===== config.mk =====
export PLATFORM = sky130hd
export DESIGN_NAME = scalar_write_back_unit
export DESIGN_NICKNAME = d
export VERILOG_FILES = /design/src/rtl/scalar_write_back_unit.sv
export SDC_FILE = /design/constraint.sdc
export NUM_CORES = 1
export LEC_CHECK = 0
export ABC_CLOCK_PERIOD_IN_PS = 3000
export CAP_MARGIN = 20
export CORE_MARGIN = 4
export CORE_UTILIZATION = 35
export CTS_BUF_LIST = sky130_fd_sc_hd__clkbuf_16
export DETAILED_ROUTE_END_ITERATION = 7
export PLACE_DENSITY = 0.6
export SLEW_MARGIN = 20
export SYNTH_ARGS = -nofsm -noshare
export SYNTH_HDL_FRONTEND = slang
export SYNTH_SLANG_ARGS = --single-unit

===== constraint.sdc =====
create_clock -name clk -period 3 [get_ports clk]
set_input_delay 0.45 -clock clk [delete_from_list [all_inputs] [get_ports clk]]
set_output_delay 0.45 -clock clk [all_outputs]
set_load 0.01 [all_outputs]

===== src/rtl/scalar_write_back_unit.sv =====
// rtl/scalar_write_back_unit.sv - in-order write-back FIFO feeding the scalar register file; optional bypass lookup under SCALAR_WB_BYPASS_EN
`ifndef SCALAR_RF_WRITE
`define SCALAR_RF_WRITE 2'b01
`endif

module scalar_write_back_unit #(
    parameter int SCALAR_REG_LEN = 64,
    parameter int WB_FIFO_DEPTH  = 4,
    parameter int WB_PTR_WIDTH   = 2
) (
    input  logic                      clk,
    input  logic                      rst,
    input  logic                      rdy_in,
    input  logic                      alu_valid,
    input  logic [4:0]                alu_rd,
    input  logic [SCALAR_REG_LEN-1:0] alu_data,
    output logic                      alu_ready,
    input  logic                      mem_valid,
    input  logic [4:0]                mem_rd,
    input  logic [SCALAR_REG_LEN-1:0] mem_data,
    output logic                      mem_ready,
    output logic [1:0]                rf_signal,
    output logic [4:0]                rd,
    output logic [SCALAR_REG_LEN-1:0] data,
    output logic                      write_back_enabled,
    output logic [31:0]               pending_mask,
`ifdef SCALAR_WB_BYPASS_EN
    input  logic [4:0]                byp_rs1,
    input  logic [4:0]                byp_rs2,
    output logic                      byp_rs1_hit,
    output logic                      byp_rs2_hit,
    output logic [SCALAR_REG_LEN-1:0] byp_rs1_data,
    output logic [SCALAR_REG_LEN-1:0] byp_rs2_data,
`endif
    output logic                      wb_empty
);

    localparam int CNT_W = WB_PTR_WIDTH + 1;
    localparam logic [CNT_W-1:0] DEPTH_C = CNT_W'(WB_FIFO_DEPTH);

    logic [WB_PTR_WIDTH-1:0]   head_q, head_d, tail_q, tail_d;
    logic [CNT_W-1:0]          count_q, count_d;
    logic [WB_FIFO_DEPTH-1:0]  valid_q, valid_d;
    logic [4:0]                rd_q   [WB_FIFO_DEPTH];
    logic [4:0]                rd_d   [WB_FIFO_DEPTH];
    logic [SCALAR_REG_LEN-1:0] data_q [WB_FIFO_DEPTH];
    logic [SCALAR_REG_LEN-1:0] data_d [WB_FIFO_DEPTH];

    logic [CNT_W-1:0]        free;
    logic                    empty;
    logic                    mem_store, alu_store;
    logic [WB_PTR_WIDTH-1:0] wr_ptr;

    // Handshake: readies come from the registered count only; a load takes the first free slot
    always_comb begin
        free       = DEPTH_C - count_q;
        empty      = (count_q == '0);
        mem_ready  = rst && rdy_in && (free >= CNT_W'(1));
        alu_ready  = rst && rdy_in && (mem_valid ? (free >= CNT_W'(2)) : (free >= CNT_W'(1)));
        mem_store  = mem_valid && mem_ready && (mem_rd != 5'd0);
        alu_store  = alu_valid && alu_ready && (alu_rd != 5'd0);
        write_back_enabled = rdy_in && !empty;
    end

    // Next state: pop the head, then push load then ALU at consecutive tail slots
    always_comb begin
        head_d  = head_q;
        tail_d  = tail_q;
        valid_d = valid_q;
        rd_d    = rd_q;
        data_d  = data_q;
        wr_ptr  = tail_q;
        if (write_back_enabled) begin
            valid_d[head_q] = 1'b0;
            head_d          = head_q + WB_PTR_WIDTH'(1);
        end
        if (mem_store) begin
            valid_d[wr_ptr] = 1'b1;
            rd_d[wr_ptr]    = mem_rd;
            data_d[wr_ptr]  = mem_data;
            wr_ptr          = wr_ptr + WB_PTR_WIDTH'(1);
        end
        if (alu_store) begin
            valid_d[wr_ptr] = 1'b1;
            rd_d[wr_ptr]    = alu_rd;
            data_d[wr_ptr]  = alu_data;
            wr_ptr          = wr_ptr + WB_PTR_WIDTH'(1);
        end
        tail_d  = wr_ptr;
        count_d = count_q + CNT_W'(mem_store) + CNT_W'(alu_store) - CNT_W'(write_back_enabled);
    end

    // State registers; rdy_in=0 already suppresses every push and pop so state holds
    always_ff @(posedge clk or negedge rst) begin
        if (!rst) begin
            head_q  <= '0;
            tail_q  <= '0;
            count_q <= '0;
            valid_q <= '0;
            for (int i = 0; i < WB_FIFO_DEPTH; i++) begin
                rd_q[i]   <= '0;
                data_q[i] <= '0;
            end
        end else begin
            head_q  <= head_d;
            tail_q  <= tail_d;
            count_q <= count_d;
            valid_q <= valid_d;
            rd_q    <= rd_d;
            data_q  <= data_d;
        end
    end

    // Register-file port driven straight from the head entry; pending mask over valid entries
    always_comb begin
        rf_signal    = write_back_enabled ? `SCALAR_RF_WRITE : 2'b00;
        rd           = empty ? 5'd0 : rd_q[head_q];
        data         = empty ? '0 : data_q[head_q];
        wb_empty     = empty;
        pending_mask = '0;
        for (int i = 0; i < WB_FIFO_DEPTH; i++) begin
            if (valid_q[i]) pending_mask[rd_q[i]] = 1'b1;
        end
        pending_mask[0] = 1'b0;
    end

`ifdef SCALAR_WB_BYPASS_EN
    logic [WB_PTR_WIDTH-1:0] byp_idx;

    // Walk oldest to youngest so the youngest matching entry wins
    always_comb begin
        byp_rs1_hit  = 1'b0;
        byp_rs2_hit  = 1'b0;
        byp_rs1_data = '0;
        byp_rs2_data = '0;
        byp_idx      = head_q;
        for (int i = 0; i < WB_FIFO_DEPTH; i++) begin
            byp_idx = head_q + WB_PTR_WIDTH'(i);
            if (valid_q[byp_idx] && (byp_rs1 != 5'd0) && (rd_q[byp_idx] == byp_rs1)) begin
                byp_rs1_hit  = 1'b1;
                byp_rs1_data = data_q[byp_idx];
            end
            if (valid_q[byp_idx] && (byp_rs2 != 5'd0) && (rd_q[byp_idx] == byp_rs2)) begin
                byp_rs2_hit  = 1'b1;
                byp_rs2_data = data_q[byp_idx];
            end
        end
    end
`endif

endmodule


== Word-level counts from Yosys, hierarchy flattened ==
Index checks and enable logic that the tools add are counted.
Widths: inputs -> output; s select.

* Register bits after elaboration: 287
* Output and inout bits: 107
* Input port bits: 143

* Multiplexer cells: 49
* Bitwise logic cells: 10
* $lt $le $gt $ge: 21
* $add $sub $neg: 7
* Reductions and logical operators: 21

{| class="wikitable"
|+ Operator list
! cell !! count
|-
| $bwmux 256 || 2
|-
| $mux 256 || 2
|-
| $mux 64 || 5
|-
| $demux 64 s2 || 2
|-
| $bmux 64 s2 || 1
|-
| $mux 32 || 4
|-
| $or 32x32->32 || 3
|-
| $bwmux 20 || 2
|-
| $mux 20 || 2
|-
| $mux 5 || 5
|-
| $lt 5x6->1 const B || 4
|-
| $demux 1 s5 || 4
|-
| $demux 5 s2 || 2
|-
| $ge 5x1->1 const B || 4
|-
| $logic_and 1x1->1 || 17
|-
| $mux 4 || 3
|-
| $bmux 5 s2 || 1
|-
| $reduce_bool 5->1 || 2
|-
| $ge 3x3->1 const B || 3
|-
| $lt 2x3->1 const B || 3
|-
| $mux 1 || 9
|-
| $not 2->3 || 3
|-
| $or 4x4->4 || 2
|-
| $add 2x1->2 const B || 3
|-
| other kinds (13) || 20
|}

== Depth between registers and ports, before layout ==
Gate-level depths: netlist (run 1).

* Word-level depth: 13
* Depth in mapped cells: 14
* Depth with buffers taken out: 12

== Worst setup path after synthesis (run 1) ==
OpenSTA, ideal clock, no wires.

* Kind: register to register
* Start point: reg count_q[0]
* End point: reg data_q[13] in the netlist's numbering
* Cell stages (with the launch flop): 15
* Data arrival time: 3.066 ns
* Clock period less this slack: 3.148 ns
* Data required time: 2.918 ns
* Setup slack: -0.148 ns
* Cell sequence: dfrtp_1 > inv_1 > ha_1 > ha_1 > nor4b_4 > nor2_1 > and2_1 > clkbuf_1 > xnor2_1 > ha_1 > o211ai_2 > or3_1 > buf_4 > buf_2 > a31oi_1

{| class="wikitable"
|+ RTL lines
! what !! line !! RTL
|-
| start, declared || 42 || <nowiki>logic [CNT_W-1:0] count_q, count_d;</nowiki>
|-
| start signal, assigned || 107 || <nowiki>count_q <= count_d;</nowiki>
|-
| end signal, assigned || 110 || <nowiki>data_q <= data_d;</nowiki>
|-
| end, declared || 46 || <nowiki>logic [SCALAR_REG_LEN-1:0] data_q [WB_FIFO_DEPTH];</nowiki>
|}

== Worst setup path after layout (run 1) ==
* Start point: reg head_q[0]
* End point: out data[25]

* Longest elaborated chain between the ends: 5

{| class="wikitable"
|+ Ends and longest elaborated chain
! what !! line !! RTL
|-
| start, declared || 41 || <nowiki>logic [WB_PTR_WIDTH-1:0] head_q, head_d, tail_q, tail_d;</nowiki>
|-
| start signal, assigned || 96 || <nowiki>head_q <= '0;</nowiki>
|-
| start signal, assigned || 105 || <nowiki>head_q <= head_d;</nowiki>
|-
| $not 2->3 (not written as such) || 118 || <nowiki>data = empty ? '0 : data_q[head_q];</nowiki>
|-
| $bmux 64 s2 || 118 ||
|-
| $mux 64 (not written as such) (2 in a row) || 118 ||
|-
| $mux 64 || 118 ||
|-
| end, declared || 24 || <nowiki>output logic [SCALAR_REG_LEN-1:0] data,</nowiki>
|}

No other way between the ends. The select of a mux whose other input is x is not followed.

==> qor.yml, run 1 <==
rrSetupSlack_ps: 140
seq_area_frac_synth_pct: 39.2
cts-root-buf: "clkbuf_16"
avgSynthCellArea_um2: 8.94
synth_edf_count: 0
crit_buf_inv: 3
slew_headroom_pct: 28.3
regToRegEndpoint: "data_q[33]"
place_congestion: 0.865
synth_cell_types: 49
htreeDepth: 2
slowest_delay_ps: 610
critPathKind: "flop to output pin"
synthFlopType: "dfrtp_1"
hold_viol: 0
cap_viol_max_count: 0
peakVddDrop_uv: 513
p_total_w: 0.0250
clock-sinks: 287
synth-seq-cells: 287
setup_viol: 0
dieArea_mm2: 0.0561
io_buffers: 247
start_util_pct: 35.5
clockBufferDepth: 3
clk_latency_ps: 540
netlist_area_mm2: 0.0183
core_area_mm2: 0.0516
cp.arrival_ps: 2530
maxSlewViolCount: 0
synthArstFlopShare_pct: 100
worst_pin_slew_ps: 1080
finalCritPeriodShare_pct: 99.4
cp_top_family: "buffers and inverters"
leakagePower_nw: 8.17
cts_tree: "done"
skew_ps: 12.7
place_area_mm2: 0.0218
min_period_ps: 2980
status: "finished, final reports clean"
first_pass_iters: 5
path_max_fanout: 11
dp_hpwl_um: 45800
end_kind: "output pin"
area_growth_pct: 26.7
crit_required_ps: 2550
vias: 19600
die_h_um: 237
ys_warn_count: 0
stdcell_area_mm2: 0.0232
wl_per_cell_um: 27.7
antenna_found_initial: 2
ant_nets: 0
reg2reg_depth: 12
num_rows: 83
p_per_area_mw_per_mm2: 1080
grt_max_degree: 177
holdCritPathClass: "input port to async pin"
first_global_vias: 19800
path_cells: "buf_12 -> buf_16 -> mux4_2 -> nor2b_1 -> clkdlybuf4s50_1"
die_x_um: 237
cts_buffers: 35
final_layout_size_suffix_gt1_share_pct: 13.5
fmax_mhz: 335
routed_via_density: 6.83
grt_usage_pct: 26.8
netlist_instances: 2050
hold_buffers: 0
slowest_stage: "clkdlybuf4s50_1"
critPathLaunchType: "flop"
grt-ovfl-total: 0
boundaryPins: 250
fin_tns_setup_ps: 0
path_clk_slew_ps: 60
drt_first_iter_violations: 2927
wl_um: 79700
final_nets: 2331
drcViolationCount: 0
grt_first_pass_wirelength_um: 121000
timing.rr.start: "count_q[1]"
rsz0062_at_grt: "yes"
report_power, final:
part	switching, W	total (W)	internal (W)
sequential	0.00136	0.00723	0.00587
combinational	0.00691	0.0135	0.00661
clock	0.00176	0.00423	0.00247
total	0.0100	0.0250	0.0150
per-layer routing:
layer  share of wire [%]  track usage, %  up-vias  wire length, µm
met2                  47            42.7     1422            37600
met3                  10            5.78      227             8160
met1                  39            35.8     9716            31300
li1                    -               -     8267                -
met5                   0               0        -                0
met4                 3.3            10.6        0             2650
flip-flops by register name, indices dropped and copies added, names as in the netlist:
name,flops
data_q,256
valid_q,4
rd_q,20
tail_q,2
head_q,2
count_q,3
metrics by stage:
step,utilization [%],hold slack (ps),setup WS [ps],std cells
after floorplan,-,154,-25.4,2051
after global placement,42.3,548,-390,2791
after detailed placement,42.3,552,-450,2791
after CTS,44.6,29.0,-38.4,2861
after global routing,45.0,58.9,-1.78,2873
final,45.0,12.8,18.7,2873
final cells by class:
type	count	area, µm²
fillers	4870	28400
flip-flops and latches	287	7200
repair buffers	372	4070
well taps	680	851
diodes	2	5.00
multi-input cells	1462	9970
clock buffers	37	926
inverters	11	41.3
clock inverters	22	168
worst max-delay path by stage:
stage	start	endpoint	slack, ps	depth (start not counted)
after floorplan	count_q[0]	data_q[0]	-30	14
after global placement	mem_rd[2]	count_q[1]	-390	9
after detailed placement	mem_rd[2]	data_q[2]	-450	10
after CTS	head_q[0]	data[42]	-40	5
after global routing	rd_q[17]	pending_mask[5]	-2	4
final	head_q[0]	data[25]	20	5
cell usage in the layout, fill, tap and decap left out, types with 6 or more instances in the layout:
cell               n
dfrtp_1          280
o21ai_0          279
nor4_1           277
a31oi_1          277
nand3_1          269
clkdlybuf4s50_1  236
buf_4             73
mux4_2            69
nor2b_1           61
nand2_1           44
buf_12            43
clkbuf_16         39
nor2_1            17
inv_1             15
a22oi_1           15
ha_1              12
o22ai_1           11
a221o_1           11
nand3b_1          10
o221ai_1          10
nor2b_2            9
clkinv_1           9
o211ai_1           8
a21oi_1            7
nor3b_1            7
dlymetal6s2s_1     6
what timing repair did:
item,4_1_cts,5_1_grt
setup buffers,10,8
pin swaps,1,1
gates cloned,1,2
endpoints found under the setup margin,53,211
resized for setup,14,25
cell usage after synthesis, types with 12 or more instances:
master / instances / area, µm²
dfrtp_1: 287 / 7180
o21ai_0: 279 / 1400
a31oi_1: 277 / 1730
nor4_1: 277 / 1730
nand3_1: 269 / 1350
clkbuf_1: 165 / 619
buf_2: 72 / 360
nor2b_1: 70 / 438
mux4_2: 69 / 1550
nand2_1: 45 / 169
buf_4: 25 / 188
buf_1: 19 / 71.3
nor2_1: 19 / 71.3
ha_1: 17 / 213
a22oi_1: 15 / 113
or3_1: 12 / 75.1
kinds of logic (layout without fill, tap and decap cells):
family                     Yosys count  count (layout)  share of synthesized area [%]
muxes                               69              69                           8.48
buffers and inverters              302             442                           7.39
adders and majority gates           19              19                           1.38
AOI/OAI and AO/OA                  628             628                           20.3
DFF                                287             287                           39.2
other                                1               4                         0.0205
xor gates and xnor gates             6               6                          0.362
and+or+nand+nor                    738             738                           22.9
Power figures use the tool's default switching activity.
==> run 2: changes to the inputs <==
--- a/config.mk
+++ b/config.mk
@@ -9,8 +9,8 @@
 export CAP_MARGIN = 20
 export CORE_MARGIN = 4
 export CORE_UTILIZATION = 35
-export CTS_BUF_LIST = sky130_fd_sc_hd__clkbuf_16
 export DETAILED_ROUTE_END_ITERATION = 7
+export GPL_TIMING_DRIVEN = 1
 export PLACE_DENSITY = 0.6
 export SLEW_MARGIN = 20
 export SYNTH_ARGS = -nofsm -noshare
==> run 2 against run 1 <==
The flow now finishes with violations (setup timing). Sequential share of layout area down 0.24 points. Utilization up 0.34 points. Global-route usage about the same. Combinational power about the same. Cell area up 0.76%. Via count up 0.67%. Largest power group unchanged.
==> qor.yml, run 2 (same netlist as run 1, synthesis figures left out) <==
start_util_pct: 35.5
min_period_ps: 3000
clk_latency_ps: 530
critPathKind: "flop to output pin"
hold_viol: 0
cap_viol_max_count: 0
crit_buf_inv: 3
wl_um: 80100
boundaryPins: 250
grt_usage_pct: 26.9
postLayoutCoreUtil_pct: 45.4
peakVddDrop_uv: 514
status: "finished, violations left"
fmax_mhz: 333
first_pass_iters: 5
failed_checks: "setup timing"
final_layout_size_suffix_gt1_share_pct: 14.0
slew_headroom_pct: 33.0
finalCritPeriodShare_pct: 100
drcViolationCount: 0
crit_required_ps: 2550
die_x_um: 237
die_h_um: 237
clockBufferDepth: 3
holdCritPathClass: "input port to async pin"
critPathLaunchType: "flop"
worst_pin_slew_ps: 1010
leakagePower_nw: 8.26
slowest_delay_ps: 590
dp.cells: 2791
rsz0062_at_grt: "yes"
first_global_vias: 19900
num_rows: 83
cts-root-buf: "clkbuf_16"
vias: 19800
largest_register_ffs: 256
skew_ps: 11.2
cp.arrival_ps: 2550
path_clk_slew_ps: 60
final_common_cell: "dfrtp_1"
dieArea_mm2: 0.0561
drt_first_iter_violations: 3157
ff_latch_area_mm2: 0.00720
top_regs: "data_q (256), rd_q (20), valid_q (4)"
hold_slack_ps: 2.91
setup_viol: 1
cp_top_family: "buffers and inverters"
clock-sinks: 287
cts_buffers: 35
final_cell_mix: "280 x dfrtp_1, 279 x o21ai_0, 277 x nor4_1, 276 x a31oi_1, 269 x nand3_1"
area_growth_pct: 27.7
grt_max_degree: 177
place_congestion: 0.865
final_nets: 2330
dp_hpwl_um: 45800
maxSlewViolCount: 0
stdcell_area_mm2: 0.0234
wl_per_cell_um: 27.9
io_buffers: 247
path_max_fanout: 16
end_kind: "output pin"
cts_tree: "done"
antenna_found_initial: 3
p_per_area_mw_per_mm2: 1080
fillers: 4858
ant_nets: 0
setup_ws_ps: -2.46
slowest_stage: "clkdlybuf4s50_1"
hold_buffers: 0
core_area_mm2: 0.0516
htreeDepth: 2
multi_input_comb_area_mm2: 0.00998
regMostFlops: "data_q"
fin_cells: 2873
grt-ovfl-total: 0
grt_first_pass_wirelength_um: 121000
path_cells: "buf_12 -> buf_16 -> mux4_2 -> nor2b_1 -> clkdlybuf4s50_1"
routed_via_density: 6.88
place_area_mm2: 0.0218
[run 2: layer usage]
layer / wire length [µm] / track usage [%] / up-vias
met4: 2770 / 10.8 / 0
li1: - / - / 8273
met1: 31400 / 35.8 / 9844
met3: 8060 / 5.84 / 217
met2: 37900 / 42.7 / 1429
met5: 0 / 0 / -
[run 2: final timing paths]
kind                        startpoint          end  slack (ps)  cells past startpoint
max reg2reg                 count_q[1]   data_q[32]         160                     12
min                                rst   data_q[48]           3                      2
min reg2reg                data_q[224]  data_q[224]         570                      2
min in group clk                   rst    tail_q[1]         520                      6
max                          head_q[0]      data[1]          -2                      5
max in group asynchronous          rst      rd_q[2]        1520                      3
[run 2: final cells by class]
cell class / count / area share [%]
multi-input cells: 1462 / 42.6
flip-flops and latches: 287 / 30.7
repair buffers: 371 / 17.7
clock buffers: 51 / 4.56
well taps: 680 / 3.63
clock inverters: 8 / 0.492
inverters: 11 / 0.176
diodes: 3 / 0.0321
[run 2: stage by stage]
step / total power [W] / setup WS [ps] / setup TNS [ps]
6_report: 0.0253 / -2.46 / -2.46
5_1_grt: 0.0267 / -2.88 / -5.26
4_1_cts: 0.0249 / 0.648 / 0
3_5_place_dp: 0.0202 / -450 / -106140
3_3_place_gp: 0.0199 / -390 / -93290
2_1_floorplan: 0.0145 / -25.4 / -1750
[run 2: power breakdown]
part | leakage [nW] | internal, W | switching, W
Combinational | 4.24 | 0.00669 | 0.00698
Sequential | 3.44 | 0.00587 | 0.00132
Clock | 0.589 | 0.00272 | 0.00177
[run 2: what timing repair did]
action                                 CTS  global route
buffers inserted                         9             6
resized for setup                       13            31
setup endpoints to repair               53           213
pin swaps                                1             1
endpoints found under the hold margin    0             0
cloned                                   1             3
==> run 3: changes to the inputs <==
--- a/config.mk
+++ b/config.mk
@@ -12,6 +12,7 @@
 export DETAILED_ROUTE_END_ITERATION = 7
 export GPL_TIMING_DRIVEN = 1
 export PLACE_DENSITY = 0.6
+export SKIP_CTS_REPAIR_TIMING = 1
 export SLEW_MARGIN = 20
 export SYNTH_ARGS = -nofsm -noshare
 export SYNTH_HDL_FRONTEND = slang
==> run 3 against run 2 <==
The run now ends clean. Non-clock buffer count is 2 lower. Utilization decreased by 0.18 points. Flip-flop and latch count is the same. Final cell count is essentially flat. Clock power hardly changed. Power fell by 0.77%. Die area unchanged. Maximum frequency is 0.75% higher. Sequential power is essentially flat. Global-route usage decreased by 0.19 points. Critical path depth down 1. Routed wire length down 0.52%. Critical path type unchanged. Critical endpoint is now data[59].
==> qor.yml, run 3 (same netlist as run 1, synthesis figures left out) <==
boundaryPins: 250
status: "finished, final reports clean"
skew_ps: 12.3
clk_latency_ps: 540
area_growth_pct: 27.2
vias: 19600
path_clk_slew_ps: 60
num_rows: 83
path_max_fanout: 19
die_h_um: 237
drcViolationCount: 0
cts_buffers: 35
holdCritPathClass: "input port to async pin"
final_cell_mix: "279 x o21ai_0, 279 x dfrtp_1, 277 x nor4_1, 276 x a31oi_1, 269 x nand3_1"
dp.cells: 2791
leakagePower_nw: 8.25
htreeDepth: 2
hold_viol: 0
p_per_area_mw_per_mm2: 1080
swShare_pct: 39.8
internal_power_w: 0.0151
clockBufferDepth: 3
io_buffers: 247
core_area_mm2: 0.0516
clock-sinks: 287
slew_headroom_pct: 32.0
power_switching_w: 0.0100
end_kind: "output pin"
first_pass_iters: 6
start_util_pct: 35.5
grt_max_degree: 177
dieArea_mm2: 0.0561
fillers: 4858
cap_viol_max_count: 0
path_cells: "buf_16 -> mux4_2 -> nor2b_1 -> clkdlybuf4s50_1"
seqPwrFrac_pct: 28.7
largest_register_ffs: 256
rsz0062_at_grt: "yes"
first_global_vias: 19800
comb_power_share_pct: 53.4
grt_usage_pct: 26.7
place_congestion: 0.865
pwr-share-clk_pct: 17.9
peakVddDrop_uv: 520
cts-root-buf: "clkbuf_16"
crit_buf_inv: 2
setup_viol: 0
min_period_ps: 2980
drt_first_iter_violations: 3052
crit_required_ps: 2550
die_x_um: 237
fmax_mhz: 336
slowest_stage: "clkdlybuf4s50_1"
cp.arrival_ps: 2530
routed_via_density: 6.81
worst_pin_slew_ps: 1020
ant_nets: 0
cp_top_family: "buffers and inverters"
finalCritPeriodShare_pct: 99.3
antenna_found_initial: 3
critPathLaunchType: "flop"
grt_first_pass_wirelength_um: 121000
wl_um: 79700
slowest_delay_ps: 610
dp_hpwl_um: 45800
wl_per_cell_um: 27.8
fin_cells: 2871
postLayoutCoreUtil_pct: 45.2
maxSlewViolCount: 0
critPathKind: "flop to output pin"
top_regs: "data_q (256), rd_q (20), valid_q (4)"
cts_tree: "done"
final_layout_size_suffix_gt1_share_pct: 13.8
grt-ovfl-total: 0
regMostFlops: "data_q"
final_nets: 2328
run 3: changes by cell type in the layout (fill, tap and decap cells not counted), moves of 2 or more:
cell	previous run	this run
dlymetal6s2s_1	9	13
dlygate4sd2_1	3	0
nor2b_1	60	63
nor2b_2	10	7
buf_16	6	4
buf_4	69	71
run 3: stage by stage:
step	hold slack, ps	area (µm²)	power (W)	TNS, ps	worst slack, ps
2_1_floorplan	154	18400	0.0145	-1750	-25.4
3_3_place_gp	548	21800	0.0199	-93290	-390
3_5_place_dp	552	21800	0.0202	-106140	-450
4_1_cts	25.6	23000	0.0247	-2600	-210
5_1_grt	52.0	23300	0.0265	-2.40	-2.40
6_report	20.1	23300	0.0252	0	19.9
run 3: final timing paths:
path | from | endpoint | slack [ps] | cells past startpoint
setup / recovery | head_q[1] | data[59] | 20 | 4
hold / removal | rst | data_q[48] | 20 | 2
setup reg to reg | count_q[1] | data_q[33] | 170 | 12
hold reg to reg | data_q[222] | data_q[222] | 570 | 2
max in group asynchronous | rst | rd_q[2] | 1490 | 3
min in group clk | rst | tail_q[1] | 520 | 6
run 3: worst reg2reg max path, delay by kind of cell (launching register included):
kind | cells | cell delay [ps]
simple gates | 4 | 960
fa+ha+maj | 3 | 660
flops | 1 | 350
compound gates | 2 | 310
buf+inv | 2 | 300
xor+xnor | 1 | 170
run 3: cell type report:
class                   count  area, µm²  share of cell area [%]
repair buffers            369       4060                    17.4
well taps                 680        851                    3.65
clock inverters             8        115                   0.494
inverters                  11       41.3                   0.177
diodes                      3       7.51                  0.0322
clock buffers              51       1070                    4.58
flip-flops and latches    287       7200                    30.9
multi-input cells        1462       9970                    42.8
run 3: layer usage:
layer	part of all wire, %	up-vias	routed length, µm	global-route usage (%)
met5	0	-	0	0
met3	9.6	196	7660	6.07
met2	48	1335	37900	42.6
li1	-	8259	-	-
met4	3.1	0	2440	10.6
met1	40	9764	31700	35.4
run 3: power by group through the flow:
| stage | logic [W] | clock network, W | registers [W] |
|---|---|---|---|
| finish | 0.0134 | 0.00449 | 0.00722 |
| global placement | 0.0127 | 0 | 0.00712 |
| detailed placement | 0.0130 | 0 | 0.00719 |
| CTS | 0.0130 | 0.00453 | 0.00716 |
| global route | 0.0144 | 0.00466 | 0.00744 |
| floorplan | 0.00795 | 0 | 0.00652 |
